### src/rtl/pattern_ec_pkg.sv
// Shared definitions for the E/C pattern generator.
//   - FSM state encoding (GAP present only with PATTERN_GEN_EC_GAP_EN defined)
//   - two-bit symbol payload {msb, lsb} and the symbol constants
//   - letter codes and a helper that maps a letter to its tail symbol
package pattern_ec_pkg;

    localparam int unsigned HOLD_W = 4;

    localparam logic LETTER_E = 1'b0;
    localparam logic LETTER_C = 1'b1;

    typedef struct packed {
        logic msb;
        logic lsb;
    } symbol_t;

    localparam symbol_t SYM_HEAD   = symbol_t'(2'b11);
    localparam symbol_t SYM_E_TAIL = symbol_t'(2'b10);
    localparam symbol_t SYM_C_TAIL = symbol_t'(2'b00);
    localparam symbol_t SYM_IDLE   = symbol_t'(2'b00);

    typedef enum logic [1:0] {
        ST_IDLE = 2'd0,
        ST_HEAD = 2'd1,
`ifdef PATTERN_GEN_EC_GAP_EN
        ST_GAP  = 2'd3,
`endif
        ST_TAIL = 2'd2
    } state_t;

    // Second symbol of a letter.
    function automatic symbol_t tail_symbol(input logic code);
        if (code == LETTER_E) begin
            return SYM_E_TAIL;
        end else if (code == LETTER_C) begin
            return SYM_C_TAIL;
        end else begin
            return SYM_IDLE;
        end
    endfunction

endpackage

### src/rtl/pattern_ec_fifo.sv
// Two-entry, one-bit-wide request FIFO for the pattern generator.
// Ports:
//   clk, rst        clock, synchronous active-high reset
//   push, push_data write request (ignored when full)
//   pop             read request (ignored when empty)
//   pop_data_c      head entry, combinational from storage
//   full, empty     registered status flags
//   count           registered occupancy (0..2)
module pattern_ec_fifo (
    input  logic       clk,
    input  logic       rst,
    input  logic       push,
    input  logic       push_data,
    input  logic       pop,
    output logic       pop_data_c,
    output logic       full,
    output logic       empty,
    output logic [1:0] count
);

    localparam int unsigned DEPTH = 2;
    localparam int unsigned CNT_W = 2;

    logic             mem [DEPTH];
    logic             wr_ptr;
    logic             rd_ptr;
    logic             push_ok;
    logic             pop_ok;
    logic [CNT_W-1:0] count_n;

    assign push_ok    = push & ~full;
    assign pop_ok     = pop & ~empty;
    assign pop_data_c = mem[rd_ptr];

    // Occupancy update; push and pop together leave the count unchanged.
    always_comb begin
        count_n = count;
        case ({push_ok, pop_ok})
            2'b10:   count_n = count + CNT_W'(1);
            2'b01:   count_n = count - CNT_W'(1);
            default: count_n = count;
        endcase
    end

    // Storage is not reset; validity is tracked by count alone.
    always_ff @(posedge clk) begin
        if (push_ok) begin
            mem[wr_ptr] <= push_data;
        end
    end

    // Pointers and registered status flags.
    always_ff @(posedge clk) begin
        if (rst) begin
            wr_ptr <= 1'b0;
            rd_ptr <= 1'b0;
            count  <= '0;
            full   <= 1'b0;
            empty  <= 1'b1;
        end else begin
            if (push_ok) begin
                wr_ptr <= ~wr_ptr;
            end
            if (pop_ok) begin
                rd_ptr <= ~rd_ptr;
            end
            count <= count_n;
            full  <= (count_n == CNT_W'(DEPTH));
            empty <= (count_n == '0);
        end
    end

endmodule

### src/rtl/pattern_gen_ec.sv
// E/C two-level symbol pattern generator.
// Each letter is sent as a HEAD symbol (11) followed by a TAIL symbol
// (10 for E, 00 for C), each held for HOLD_CYCLES clocks. Requests are
// queued in a two-entry FIFO; queued letters follow back to back.
// Optional macro PATTERN_GEN_EC_GAP_EN: insert a 00 gap of HOLD_CYCLES
// clocks (tx_active held high) after every TAIL.
// Ports:
//   clk, rst      clock, synchronous active-high reset
//   letter_valid  request offered
//   letter_code   0 = E, 1 = C
//   letter_ready  request accepted when letter_valid=1 (FIFO not full)
//   OutputMSB     symbol bit 1, registered
//   OutputLSB     symbol bit 0, registered
//   tx_active     high while a symbol or gap is driven
//   letter_done   pulse on the last hold cycle of a letter's TAIL
module pattern_gen_ec
    import pattern_ec_pkg::*;
#(
    parameter int unsigned HOLD_CYCLES = 2
) (
    input  logic clk,
    input  logic rst,
    input  logic letter_valid,
    input  logic letter_code,
    output logic letter_ready,
    output logic OutputMSB,
    output logic OutputLSB,
    output logic tx_active,
    output logic letter_done
);

    localparam logic [HOLD_W-1:0] HOLD_LOAD = HOLD_W'(HOLD_CYCLES - 1);

    state_t            state;
    state_t            state_n;
    logic [HOLD_W-1:0] cnt;
    logic [HOLD_W-1:0] cnt_n;
    logic              code;
    logic              code_n;
    logic              pop;
    logic              in_reset;

    symbol_t           sym_q;
    symbol_t           sym_n;
    logic              done_n;
    logic              active_n;

    logic              fifo_push;
    logic              fifo_data;
    logic              fifo_full;
    logic              fifo_empty;
    logic [1:0]        fifo_count;
    logic              unused_count;

    // Ready depends only on registered state, never on letter_valid.
    assign letter_ready = ~fifo_full & ~in_reset;
    assign fifo_push    = letter_valid & letter_ready;
    assign unused_count = ^fifo_count;

    pattern_ec_fifo u_fifo (
        .clk        (clk),
        .rst        (rst),
        .push       (fifo_push),
        .push_data  (letter_code),
        .pop        (pop),
        .pop_data_c (fifo_data),
        .full       (fifo_full),
        .empty      (fifo_empty),
        .count      (fifo_count)
    );

    // Next-state logic: hold counter runs down to zero in each state.
    always_comb begin
        state_n = state;
        cnt_n   = cnt;
        code_n  = code;
        pop     = 1'b0;
        case (state)
            ST_IDLE: begin
                if (!fifo_empty) begin
                    pop     = 1'b1;
                    code_n  = fifo_data;
                    state_n = ST_HEAD;
                    cnt_n   = HOLD_LOAD;
                end
            end
            ST_HEAD: begin
                if (cnt == '0) begin
                    state_n = ST_TAIL;
                    cnt_n   = HOLD_LOAD;
                end else begin
                    cnt_n = cnt - HOLD_W'(1);
                end
            end
            ST_TAIL: begin
                if (cnt == '0) begin
`ifdef PATTERN_GEN_EC_GAP_EN
                    state_n = ST_GAP;
                    cnt_n   = HOLD_LOAD;
`else
                    // Chain straight into the next queued letter.
                    if (!fifo_empty) begin
                        pop     = 1'b1;
                        code_n  = fifo_data;
                        state_n = ST_HEAD;
                        cnt_n   = HOLD_LOAD;
                    end else begin
                        state_n = ST_IDLE;
                        cnt_n   = '0;
                    end
`endif
                end else begin
                    cnt_n = cnt - HOLD_W'(1);
                end
            end
`ifdef PATTERN_GEN_EC_GAP_EN
            ST_GAP: begin
                if (cnt == '0) begin
                    if (!fifo_empty) begin
                        pop     = 1'b1;
                        code_n  = fifo_data;
                        state_n = ST_HEAD;
                        cnt_n   = HOLD_LOAD;
                    end else begin
                        state_n = ST_IDLE;
                        cnt_n   = '0;
                    end
                end else begin
                    cnt_n = cnt - HOLD_W'(1);
                end
            end
`endif
            default: begin
                state_n = ST_IDLE;
                cnt_n   = '0;
            end
        endcase
    end

    // Output decode of the current state; registered below, so the pins
    // follow the state by one clock.
    always_comb begin
        sym_n    = SYM_IDLE;
        done_n   = 1'b0;
        active_n = 1'b1;
        case (state)
            ST_IDLE: active_n = 1'b0;
            ST_HEAD: sym_n = SYM_HEAD;
            ST_TAIL: begin
                sym_n  = tail_symbol(code);
                done_n = (cnt == '0);
            end
`ifdef PATTERN_GEN_EC_GAP_EN
            ST_GAP:  sym_n = SYM_IDLE;
`endif
            default: active_n = 1'b0;
        endcase
    end

    // State and output registers.
    always_ff @(posedge clk) begin
        if (rst) begin
            state       <= ST_IDLE;
            cnt         <= '0;
            code        <= LETTER_E;
            sym_q       <= SYM_IDLE;
            letter_done <= 1'b0;
            tx_active   <= 1'b0;
            in_reset    <= 1'b1;
        end else begin
            state       <= state_n;
            cnt         <= cnt_n;
            code        <= code_n;
            sym_q       <= sym_n;
            letter_done <= done_n;
            tx_active   <= active_n;
            in_reset    <= 1'b0;
        end
    end

    assign OutputMSB = sym_q.msb;
    assign OutputLSB = sym_q.lsb;

endmodule

### config.mk
export PLATFORM = sky130hd
export DESIGN_NAME = pattern_gen_ec
export DESIGN_NICKNAME = d
export VERILOG_FILES = /design/src/rtl/pattern_ec_pkg.sv /design/src/rtl/pattern_ec_fifo.sv /design/src/rtl/pattern_gen_ec.sv
export SDC_FILE = /design/constraint.sdc
export NUM_CORES = 1
export LEC_CHECK = 0
export BUFFER_PORTS_ARGS = -buffer_cell sky130_fd_sc_hd__buf_2
export CAP_MARGIN = 30
export CORE_MARGIN = 5
export CORE_UTILIZATION = 60
export CTS_CLUSTER_SIZE = 16
export DETAILED_ROUTE_END_ITERATION = 8
export GPL_TIMING_DRIVEN = 0
export PLACE_DENSITY = 0.8
export SETUP_SLACK_MARGIN = 0.4
export SLEW_MARGIN = 15
export SYNTH_ARGS = -nofsm -noshare
export SYNTH_HDL_FRONTEND = slang
export SYNTH_HIERARCHICAL = 1
export SYNTH_SLANG_ARGS = --single-unit
### constraint.sdc
create_clock -name clk -period 6.39 [get_ports clk]
set_input_delay 0.639 -clock clk [delete_from_list [all_inputs] [get_ports clk]]
set_output_delay 0.639 -clock clk [all_outputs]
set_load 0.005 [all_outputs]
==> summary.md, run 1 <==
| Metric | Value |
|---|---|
| Unrepaired setup endpoints after global routing | `no` |
| Most frequent cell after synthesis | `dfxtp_1` |
| Antenna violations before repair | `0` |
| Worst hold slack | `479 ps` |
| Sequential element share of the synthesized area | `44.5%` |
| Drt first pass iters | `4` |
| Setup crit start | `cnt[0]` |
| Most used cell, CP | `ha_1` |
| Placed Cells | `130` |
| CP endpoint kind | `register` |
| R2R Path Start | `cnt[0]` |
| HP Class | `reg2reg` |
| RR Endpoint | `u_fifo/empty` |
| CP bufs+invs | `1` |
| Die Area | `0.00256 mm²` |
| All-Layer GR Usage | `14.6%` |
| CP Depth | `9` |
| Std cell rows | `14` |
| Compound-Gate Fraction of Synth Area | `13.5%` |
| Port bufs | `8` |
| Leak | `0.444 nW` |
| Peak supply drop | `0.217 mV` |
| Vias in the first global route | `736` |
| Max Clk Rate | `0.394 GHz` |
| FF-to-FF path depth | `9` |
| Status | `finished clean` |
| Mapped Area | `990 µm²` |
| Crit path max fanout | `5` |
| Synth Instances | `106` |
| Final Hold Viols | `0` |
| CTS tree | `done` |
| Synth warn | `6` |
| Setup CP Type | `reg2reg` |
| Final ANT Viol Nets | `0` |
| Clock sink total | `21` |
| Hold Buf Count CTS | `0` |
| Die width | `50.6 µm` |
| Tmin final | `2540 ps` |
| IO Pins | `9` |
| MaxCap Viol Count | `0` |
| Post-DP HPWL | `1.27 mm` |
| Layout cell share with drive strength beyond 1 | `13.6%` |
| WHS Path Cells | `2` |
| Clock buffer depth | `2` |
| CP top delay family | `simple AND/OR/NAND/NOR gates` |
| Initial Utilization | `64.2%` |
| Die span in y | `50.6 µm` |
| Sequence of cells on the critical path | `inv_1, ha_1, nor3b_1, a21oi_1, nor2_1, nor2b_1, ha_1, and2b_1, a221o_1` |
| Cts repair resizes | `0` |
| Main area contributors after synthesis | `dfxtp_1 (38%), ha_1 (8.8%), edfxtp_1 (6.1%)` |
| Pin count of the biggest net entering global routing | `17` |
| Post-Synth Adder-Cell Area | `8.85%` |
| Synth Area in XOR/XNOR | `3.54%` |
| Final WL | `1.74 mm` |
| Top_reg_cell synth | `dfxtp_1` |
| Tightest Pin Transition | `612 ps` |
| Mapped Avg Cell Area | `9.34 µm²` |
| H-tree levels | `1` |
| Post-Synth Simple-Gate Area | `22.9%` |
| Slew HR | `59.1%` |
| Max incr delay on CP | `520 ps` |
| Total CTS buffers | `3` |
| Tcrit/Tclk final | `39.7%` |
| Clock Skew | `2.30 ps` |
| Postcts setup bufs | `0` |
| CP startpoint kind | `register` |
| Setup TNS Final | `0 ps` |
| Final setup fails | `0` |
| Synth area leader | `dfxtp_1` |
| Post-synthesis mux area share | `3.16%` |
| Largest family of logic cells by synthesized area | `simple AND/OR/NAND/NOR gates` |
| Grt ovf | `0` |
| Area of the core | `0.00154 mm²` |
| WL per Instance | `13.0 µm` |
| Reg2Reg Setup Slack | `3850 ps` |
| Yosys reg bits | `21` |
| Fillers | `124` |
| Distinct cells, synth | `35` |
| Worst endpoint required time | `6600 ps` |
| Area grow syn2layout | `8.85%` |
| Nets | `130` |
| Crit path DAT | `2750 ps` |
| Global-route wire length before repair | `2.94 mm` |
| Antenna Cells | `0` |
| Post-Syn Nets | `117` |
| Clock Tree Root | `clkbuf_4` |
| DRC viols | `0` |
| Setup crit end | `u_fifo/empty` |
| Max-slew violations | `0` |
| Starting DRC count in detailed routing | `3` |
| Critical-path top delay cell | `nor3b_1` |
| Clock Pin Slew Worst Setup and Hold Paths | `120 ps` |
| Worst-Skew Late Latency | `300 ps` |
| Final Non-Filler Cells | `134` |
| Pwr per Cell Area | `353 mW/mm²` |
| Synth cell count leaders | `dfxtp_1 (19), nor2_1 (11)` |
| Asr flop ratio synth | `0%` |
| Number of synthesized flops with an enable pin | `2` |
| Synth top area share | `38.4%` |
| Total number of vias | `775` |
| RePlAce Congestion | `0.795` |
| Vias/cell | `5.78` |
state kept, by name, indices dropped and copies added (netlist names), 2 cells and up, named ones only:
register,count
cnt,4
state,2
u_fifo/count,2
u_fifo/mem,2
per-layer routing:
metal	vias up	routed length (µm)	global-route usage, %
met5	-	0	0
met4	0	27	7.66
met3	2	66	2.66
met1	364	816	16.7
li1	394	-	-
met2	15	828	25.4
where the power goes:
part / total (W) / switching [W] / internal, W / leakage [nW]
Sequential: 0.000166 / 0.0000136 / 0.000153 / 0.174
Combinational: 0.000150 / 0.0000841 / 0.0000655 / 0.252
Clock: 0.0000643 / 0.0000409 / 0.0000234 / 0.0177
Total: 0.000380 / 0.000139 / 0.000241 / 0.444
worst register-to-register path: cells and delay by family (launching register included):
kind / cells / cell delay [ps]
AO/OA/AOI/OAI: 2 / 480
adder cells (fa/ha/maj): 2 / 460
buffers and inverters: 1 / 90
flip-flops: 1 / 370
AND/OR/NAND/NOR: 4 / 1040
layout make-up:
| cell class | instances | area [µm²] | share of cell area [%] |
|---|---|---|---|
| plain buffers | 2 | 8.76 | 0.813 |
| well taps | 16 | 20.0 | 1.86 |
| inverters | 7 | 26.3 | 2.44 |
| repair buffers | 8 | 40.0 | 3.72 |
| clock inverters | 1 | 5.00 | 0.465 |
| multi-input cells | 76 | 514 | 47.7 |
| flip-flops and latches | 21 | 440 | 40.9 |
| clock buffers | 3 | 22.5 | 2.09 |
layout by cell type (no fill, tap or decap):
cell type and count:
nand3b_1 2, nand2b_1 1, ha_1 7, nor2b_1 7, mux2i_1 2, a32oi_1 1, a211oi_1 2, inv_1 7
o21ba_2 1, a22oi_1 1, or3b_1 1, clkbuf_1 1, mux2_2 1, or2_2 1, and2b_1 1, nand2_1 7
buf_2 8, o21a_1 1, nor2_1 11, o21ai_0 2, a221o_1 1, a21oi_1 5, clkinv_2 1, edfxtp_1 2
and3_1 2, and2_1 2, nand4_1 2, nor3_1 3, clkbuf_4 3, dfxtp_1 19, clkbuf_2 1, a31oi_1 3
a2111o_1 1, nor3b_1 1, a32o_1 1, nand3_1 1, or3_1 1, xnor2_1 4
logic make-up (layout without fill, tap and decap cells):
family,after synthesis,after routing
compound gates,19,19
xor+xnor,4,4
fa+ha+maj,7,7
buf+inv,9,21
flops,21,21
mux,3,3
simple gates,43,43
worst min-delay path by stage:
stage,start,endpoint,slack (ps)
2_1_floorplan,code,code,440
3_3_place_gp,code,code,450
3_5_place_dp,code,code,470
4_1_cts,code,code,490
5_1_grt,letter_code,u_fifo/mem[0],490
6_report,code,code,480
metrics by stage:
stage	cell area [µm²]	setup WS (ps)	util (%)	power, W
after detailed placement	1050	3920	68.1	0.000316
after global placement	1050	3970	68.1	0.000313
after floorplan	990	4220	-	0.000282
final	1080	3850	69.9	0.000380
after global routing	1080	3790	69.9	0.000410
after CTS	1080	3900	69.9	0.000382
(Power assumes the default switching activity.)
==> inputs of run 2 (changes only) <==
CORE_UTILIZATION = 50   (was 60)
PLACE_DENSITY = 0.72   (was 0.8)
clock period = 2 ns   (was 6.39 ns; I/O delays follow)
==> run 2 against run 1 <==
Net effect: combinational power rose to 4.4 times the previous value; core utilization shrank 3.3 points; critical path depth unchanged; global-route usage is 0.43 points higher; sequential power rose to 3.2 times the previous value; via count increased by 5.7%; sequential cell count did not move; design area grew 19%; cell count rose by 16%; power rose to 3.7 times the previous value; clock skew is essentially flat; clock power rose to 3.2 times the previous value; critical endpoint unchanged; largest power group is now combinational logic.
==> summary.md, run 2 (synthesized netlist as in run 1, its figures left out) <==
| Metric | Value |
|---|---|
| Status | `finished clean` |
| Clock buffer depth | `2 (unchanged)` |
| Starting DRC count in detailed routing | `12 (+9)` |
| Final WL | `2.01 mm (+16%)` |
| DRC viols | `0 (unchanged)` |
| P_int | `0.000905 W (+270%)` |
| Leak | `0.510 nW (+15%)` |
| WHS Path Cells | `1 (-1)` |
| Fillers | `160 (+29%)` |
| MaxCap Viol Count | `0 (unchanged)` |
| DP Area | `0.00112 mm² (+6.3%)` |
| Global-route wire length before repair | `3.14 mm (+6.8%)` |
| Max-slew violations | `0 (unchanged)` |
| Setup CP Type | `reg2reg` |
| H-tree levels | `1 (unchanged)` |
| Pwr per Cell Area | `1100 mW/mm² (+210%)` |
| Place WS | `-21.5 ps (-3940 ps)` |
| Total number of vias | `819 (+5.7%)` |
| Area of the multi-input gates | `611 µm² (+19%)` |
| Worst-Skew Late Latency | `310 ps (about the same)` |
| CP endpoint kind | `register` |
| Port bufs | `8 (unchanged)` |
| Max reg flops | `4 (unchanged)` |
| Clock power frac | `14.8% (-2.1 points)` |
| Vias/cell | `5.28 (-8.6%)` |
| Antenna Cells | `0 (unchanged)` |
| Sequential Power Share | `38.2% (-5.5 points)` |
| Tcrit/Tclk final | `95.5% (+56 points)` |
| CP startpoint kind | `register` |
| Grt ovf | `0 (unchanged)` |
| Clock Skew | `2.00 ps (-0.298 ps)` |
| Fin worst setup slack | `90.8 ps (-3760 ps)` |
| Max Clk Rate | `0.524 GHz (+33%)` |
| Clock Pin Slew Worst Setup and Hold Paths | `120 ps (about the same)` |
| Final Hold Viols | `0 (unchanged)` |
| Vias in the first global route | `730 (-0.82%)` |
| Worst hold slack | `69.9 ps (-409 ps)` |
| Die width | `54.5 µm (+7.7%)` |
| Drt first pass iters | `4 (unchanged)` |
| Total CTS buffers | `3 (unchanged)` |
| Hold Buf Count CTS | `0 (unchanged)` |
| Register area | `450 µm² (+2.3%)` |
| Unrepaired setup endpoints after global routing | `yes` |
| Area grow syn2layout | `29.2%` |
| FF-to-FF path depth | `9 (unchanged)` |
| Die span in y | `54.5 µm (+7.7%)` |
| Worst endpoint required time | `2210 ps (-4390 ps)` |
| All-Layer GR Usage | `15.0% (+0.43 points)` |
| Most common cell after layout, fill and taps aside | `dfxtp_1` |
| Crit path max fanout | `5 (unchanged)` |
| Psw | `0.000502 W (+260%)` |
| Area of the core | `0.00192 mm² (+25%)` |
| Pin count of the biggest net entering global routing | `17 (unchanged)` |
| Slew HR | `75.3% (+16 points)` |
| Peak supply drop | `0.678 mV (+210%)` |
| Logic pwr share | `47.0% (+7.6 points)` |
| Std cell rows | `16 (+2)` |
| Nets | `140 (+7.7%)` |
| Crit path DAT | `2120 ps (-630 ps)` |
| Die Area | `0.00297 mm² (+16%)` |
| Sw Ratio | `35.7% (-0.80 points)` |
| Layout cell share with drive strength beyond 1 | `32.0% (+18 points)` |
| Tmin final | `1910 ps (-630 ps)` |
| Final setup fails | `0 (unchanged)` |
| Clock Tree Root | `clkbuf_4` |
| Final Non-Filler Cells | `155 (+16%)` |
| Post-DP HPWL | `1.26 mm (-0.57%)` |
| IO Pins | `9 (unchanged)` |
| Setup TNS Final | `0 ps (unchanged)` |
| Initial Utilization | `51.5% (-13 points)` |
| Commonest cells after routing, fill and taps aside | `dfxtp_1 (15), nor2_1 (11), buf_4 (10), buf_2 (8), nand2_1 (7)` |
| Placed Cells | `141 (+8.5%)` |
| Most flop-heavy register | `cnt` |
| Design Area, Final | `0.00128 mm² (+19%)` |
| Tightest Pin Transition | `370 ps (-242 ps)` |
| Antenna violations before repair | `0 (unchanged)` |
| Clock sink total | `21 (unchanged)` |
| RePlAce Congestion | `0.800 (+0.68%)` |
| CTS tree | `done` |
| Final ANT Viol Nets | `0 (unchanged)` |
| HP Class | `in2reg` |
| WL per Instance | `13.0 µm (-0.12%)` |
==> run 2: cell types whose count changed in the layout (fill, tap and decap cells not counted), sizes merged <==
cell    previous run  this run
buf                8        19
clkbuf             5         4
==> run 2: area by class of cell <==
class,instances,share of cell area [%]
Multi-Input combinational cell,76,47.7
Sequential cell,21,35.2
Timing Repair Buffer,18,9.00
Tap cell,27,2.64
Inverter,7,2.05
Clock buffer,3,1.76
Buffer,2,1.17
Clock inverter,1,0.391
==> run 2: per-layer routing <==
metal  track usage (%)  vias up  wire, µm
met4              9.54        0        73
met2              25.7       14       983
met5                 0        -         0
met1              16.7      379       892
met3              3.27        9        59
li1                  -      417         -
==> run 2: power by group through the flow <==
stage                     registers, W  clock network [W]  logic, W
final                         0.000538           0.000208  0.000661
after global routing          0.000545           0.000231  0.000735
after CTS                     0.000536           0.000216  0.000551
after detailed placement      0.000548                  0  0.000504
after global placement        0.000544                  0  0.000499
after floorplan               0.000541                  0  0.000397
==> run 2: final timing paths <==
kind,startpoint,endpoint,slack [ps]
worst min register to register,code,code,470
worst max register to register,cnt[0],u_fifo/empty,90
worst min-delay path,letter_code,u_fifo/mem[1],70
worst max-delay path,cnt[0],u_fifo/empty,90
==> run 2: timing repair <==
item / CTS / global route
buffers inserted: 6 / 4
endpoints found under the setup margin: 6 / 8
hold endpoints to repair: 0 / 0
pin swaps: 4 / 2
resized for setup: 2 / 11
gates cloned: 0 / 0
==> run 2: through the flow <==
stage | util [%] | total power [W]
final | 66.5 | 0.00141
after global routing | 66.5 | 0.00151
after CTS | 62.0 | 0.00130
after detailed placement | 58.1 | 0.00105
after global placement | 58.1 | 0.00104
after floorplan | - | 0.000938
==> run 2: critical path: stages (launching register included) <==
cell and delay, ps:
dfxtp_2 350, inv_2 80, ha_4 120, nor3b_4 180
a21oi_1 90, nor2_1 90, nor2b_4 180, ha_4 220
and2b_1 190, a221o_1 310
==> inputs of run 3 (changes only) <==
SETUP_SLACK_MARGIN = unset   (was 0.4)
==> run 3 against run 2 <==
Net effect: first-iteration DRC count is 25% lower; power is 6.1% lower; wire length is 4.1% lower; largest power group unchanged; via count is 2.1% lower; clock-buffer cell count stayed put; design area is 6.2% lower; cell count is 3.2% lower; sequential power hardly changed; combinational power is 12% lower; non-clock buffer count is 5 lower; setup slack worse by 47 ps.
==> summary.md, run 3 (synthesized netlist as in run 1, its figures left out) <==
| Metric | Value |
|---|---|
| Die width | `54.5 µm (unchanged)` |
| Max-slew violations | `0 (unchanged)` |
| Hold path startpoint | `letter_code` |
| Final WL | `1.93 mm (-4.1%)` |
| Commonest cells after routing, fill and taps aside | `dfxtp_1 (15), nor2_1 (11), buf_2 (8), nand2_1 (7), nor2b_1 (6)` |
| Fin worst setup slack | `43.6 ps (-47.3 ps)` |
| Layout cell share with drive strength beyond 1 | `30.1% (-1.9 points)` |
| Antenna Cells | `0 (unchanged)` |
| DP Area | `0.00108 mm² (-3.4%)` |
| Most flop-heavy register | `cnt` |
| Crit path DAT | `2150 ps (+30 ps)` |
| Sequence of cells on the critical path | `inv_2, ha_4, nor3b_4, a21oi_2, nor2_1, nor2b_4, ha_4, and2b_1, a221o_1` |
| Place WS | `-161 ps (-139 ps)` |
| Die span in y | `54.5 µm (unchanged)` |
| Overall Power | `0.00132 W (-6.1%)` |
| Pwr per Cell Area | `1100 mW/mm² (about the same)` |
| IO Pins | `9 (unchanged)` |
| Worst-Skew Late Latency | `300 ps (about the same)` |
| Hold Buf Count CTS | `0 (unchanged)` |
| Vias/cell | `5.35 (+1.2%)` |
| Max Clk Rate | `0.511 GHz (-2.4%)` |
| Most common cell after layout, fill and taps aside | `dfxtp_1` |
| Grt ovf | `0 (unchanged)` |
| Critical-path top delay cell | `dfxtp_2` |
| R2R Path Start | `cnt[0]` |
| CP startpoint kind | `register` |
| Final ANT Viol Nets | `0 (unchanged)` |
| Clock Skew | `4.19 ps (+2.19 ps)` |
| Max reg flops | `4 (unchanged)` |
| Antenna violations before repair | `0 (unchanged)` |
| Std cell rows | `16 (unchanged)` |
| WHS Path Cells | `1 (unchanged)` |
| Clock sink total | `21 (unchanged)` |
| WL per Instance | `12.8 µm (-0.89%)` |
| Peak supply drop | `0.611 mV (-9.9%)` |
| Design Area, Final | `0.00120 mm² (-6.2%)` |
| Setup CP Type | `reg2reg` |
| Global-route wire length before repair | `3.21 mm (+2.2%)` |
| Drt first pass iters | `4 (unchanged)` |
| Slew HR | `74.3% (-0.98 points)` |
| Starting DRC count in detailed routing | `9 (-3)` |
| Worst endpoint required time | `2200 ps (about the same)` |
| Unrepaired setup endpoints after global routing | `yes` |
| Reg2Reg Setup Slack | `40 ps (-50 ps)` |
| Pin count of the biggest net entering global routing | `17 (unchanged)` |
| RR Endpoint | `u_fifo/empty` |
| CP top delay family | `simple AND/OR/NAND/NOR gates` |
| Setup crit start | `cnt[0]` |
| Die Area | `0.00297 mm² (unchanged)` |
| Clock Pin Slew Worst Setup and Hold Paths | `120 ps (about the same)` |
| Leak | `0.479 nW (-6.1%)` |
| Most used cell, CP | `ha_4` |
| Tmin final | `1960 ps (+47.3 ps)` |
| Final Hold Viols | `0 (unchanged)` |
| Final setup fails | `0 (unchanged)` |
| FF-to-FF path depth | `9 (unchanged)` |
| All-Layer GR Usage | `14.9% (-0.16 points)` |
| Total CTS buffers | `3 (unchanged)` |
| Clock buffer depth | `2 (unchanged)` |
| RePlAce Congestion | `0.815 (+1.9%)` |
| Port bufs | `8 (unchanged)` |
| Area grow syn2layout | `21.2%` |
| Tightest Pin Transition | `385 ps (+14.7 ps)` |
| Total number of vias | `802 (-2.1%)` |
| Hold endpoint | `u_fifo/mem[1]` |
| MaxCap Viol Count | `0 (unchanged)` |
| CTS tree | `done` |
| Vias in the first global route | `753 (+3.2%)` |
| Crit path max fanout | `5 (unchanged)` |
| Tcrit/Tclk final | `97.8% (+2.4 points)` |
| HP Class | `in2reg` |
| Clock Tree Root | `clkbuf_4` |
| Nets | `135 (-3.6%)` |
| Status | `finished clean` |
| CP bufs+invs | `1 (unchanged)` |
| Post-DP HPWL | `1.33 mm (+5.8%)` |
| Area of the core | `0.00192 mm² (unchanged)` |
| Initial Utilization | `51.5% (unchanged)` |
| H-tree levels | `1 (unchanged)` |
| CP endpoint kind | `register` |
| DRC viols | `0 (unchanged)` |
| Max incr delay on CP | `350 ps (about the same)` |
run 3: cell types whose count changed in the layout (fill, tap and decap cells not counted), sizes merged:
cell / previous run / this run
buf: 19 / 13
clkbuf: 4 / 5
run 3: metal layers:
layer | GRT usage, % | vias to the layer above | part of all wire, % | routed length [µm]
met4 | 5.39 | 0 | 0.52 | 10
met2 | 24.5 | 12 | 49 | 951
met1 | 18.9 | 383 | 47 | 902
met5 | 0 | - | 0 | 0
met3 | 3.27 | 2 | 3.2 | 62
li1 | - | 405 | - | -
run 3: power by group:
group | internal [W] | leakage (nW) | switching (W)
clock network | 0.0000743 | 0.0177 | 0.000128
registers | 0.000493 | 0.175 | 0.0000462
logic | 0.000276 | 0.286 | 0.000303
run 3: final cells by class:
type | instances | area [µm²]
fill | 159 | 722
clock buffer | 3 | 22.5
sequential | 21 | 445
multi-input combinational | 76 | 581
timing repair buffer | 13 | 77.6
inverter | 7 | 26.3
buffer | 2 | 8.76
tap | 27 | 33.8
clock inverter | 1 | 5.00
run 3: stage by stage:
stage                     setup TNS [ps]  utilization (%)  std cells  hold WS, ps
after floorplan                        0                -        106          228
after global placement              -229             56.1        141          396
after detailed placement            -319             56.1        141          407
after CTS                              0             59.7        147         90.2
after global routing               -13.5             62.4        150         72.1
final                                  0             62.4        150         98.0
run 3: worst max path at each step:
| stage | end | slack (ps) | cells past startpoint |
|---|---|---|---|
| floorplan | u_fifo/empty | 4 | 9 |
| global placement | u_fifo/empty | -130 | 8 |
| detailed placement | u_fifo/empty | -160 | 8 |
| CTS | u_fifo/empty | 20 | 9 |
| global route | u_fifo/empty | -10 | 9 |
| finish | u_fifo/empty | 40 | 9 |
run 3: repair_timing:
| action | 4_1_cts | 5_1_grt |
|---|---|---|
| setup buffers | 2 | 3 |
| resized for setup | 7 | 8 |
| setup endpoints to repair | 4 | 3 |
| pin swaps | 1 | 5 |
| gates cloned | 0 | 0 |
run 3: worst reg2reg max path: cells and delay by family, from the launching register on:
family                   cells  cell delay (ps)
flip-flops                   1              350
buffers and inverters        1               80
AO/OA/AOI/OAI                2              390
AND/OR/NAND/NOR              4              680
adder cells (fa/ha/maj)      2              360
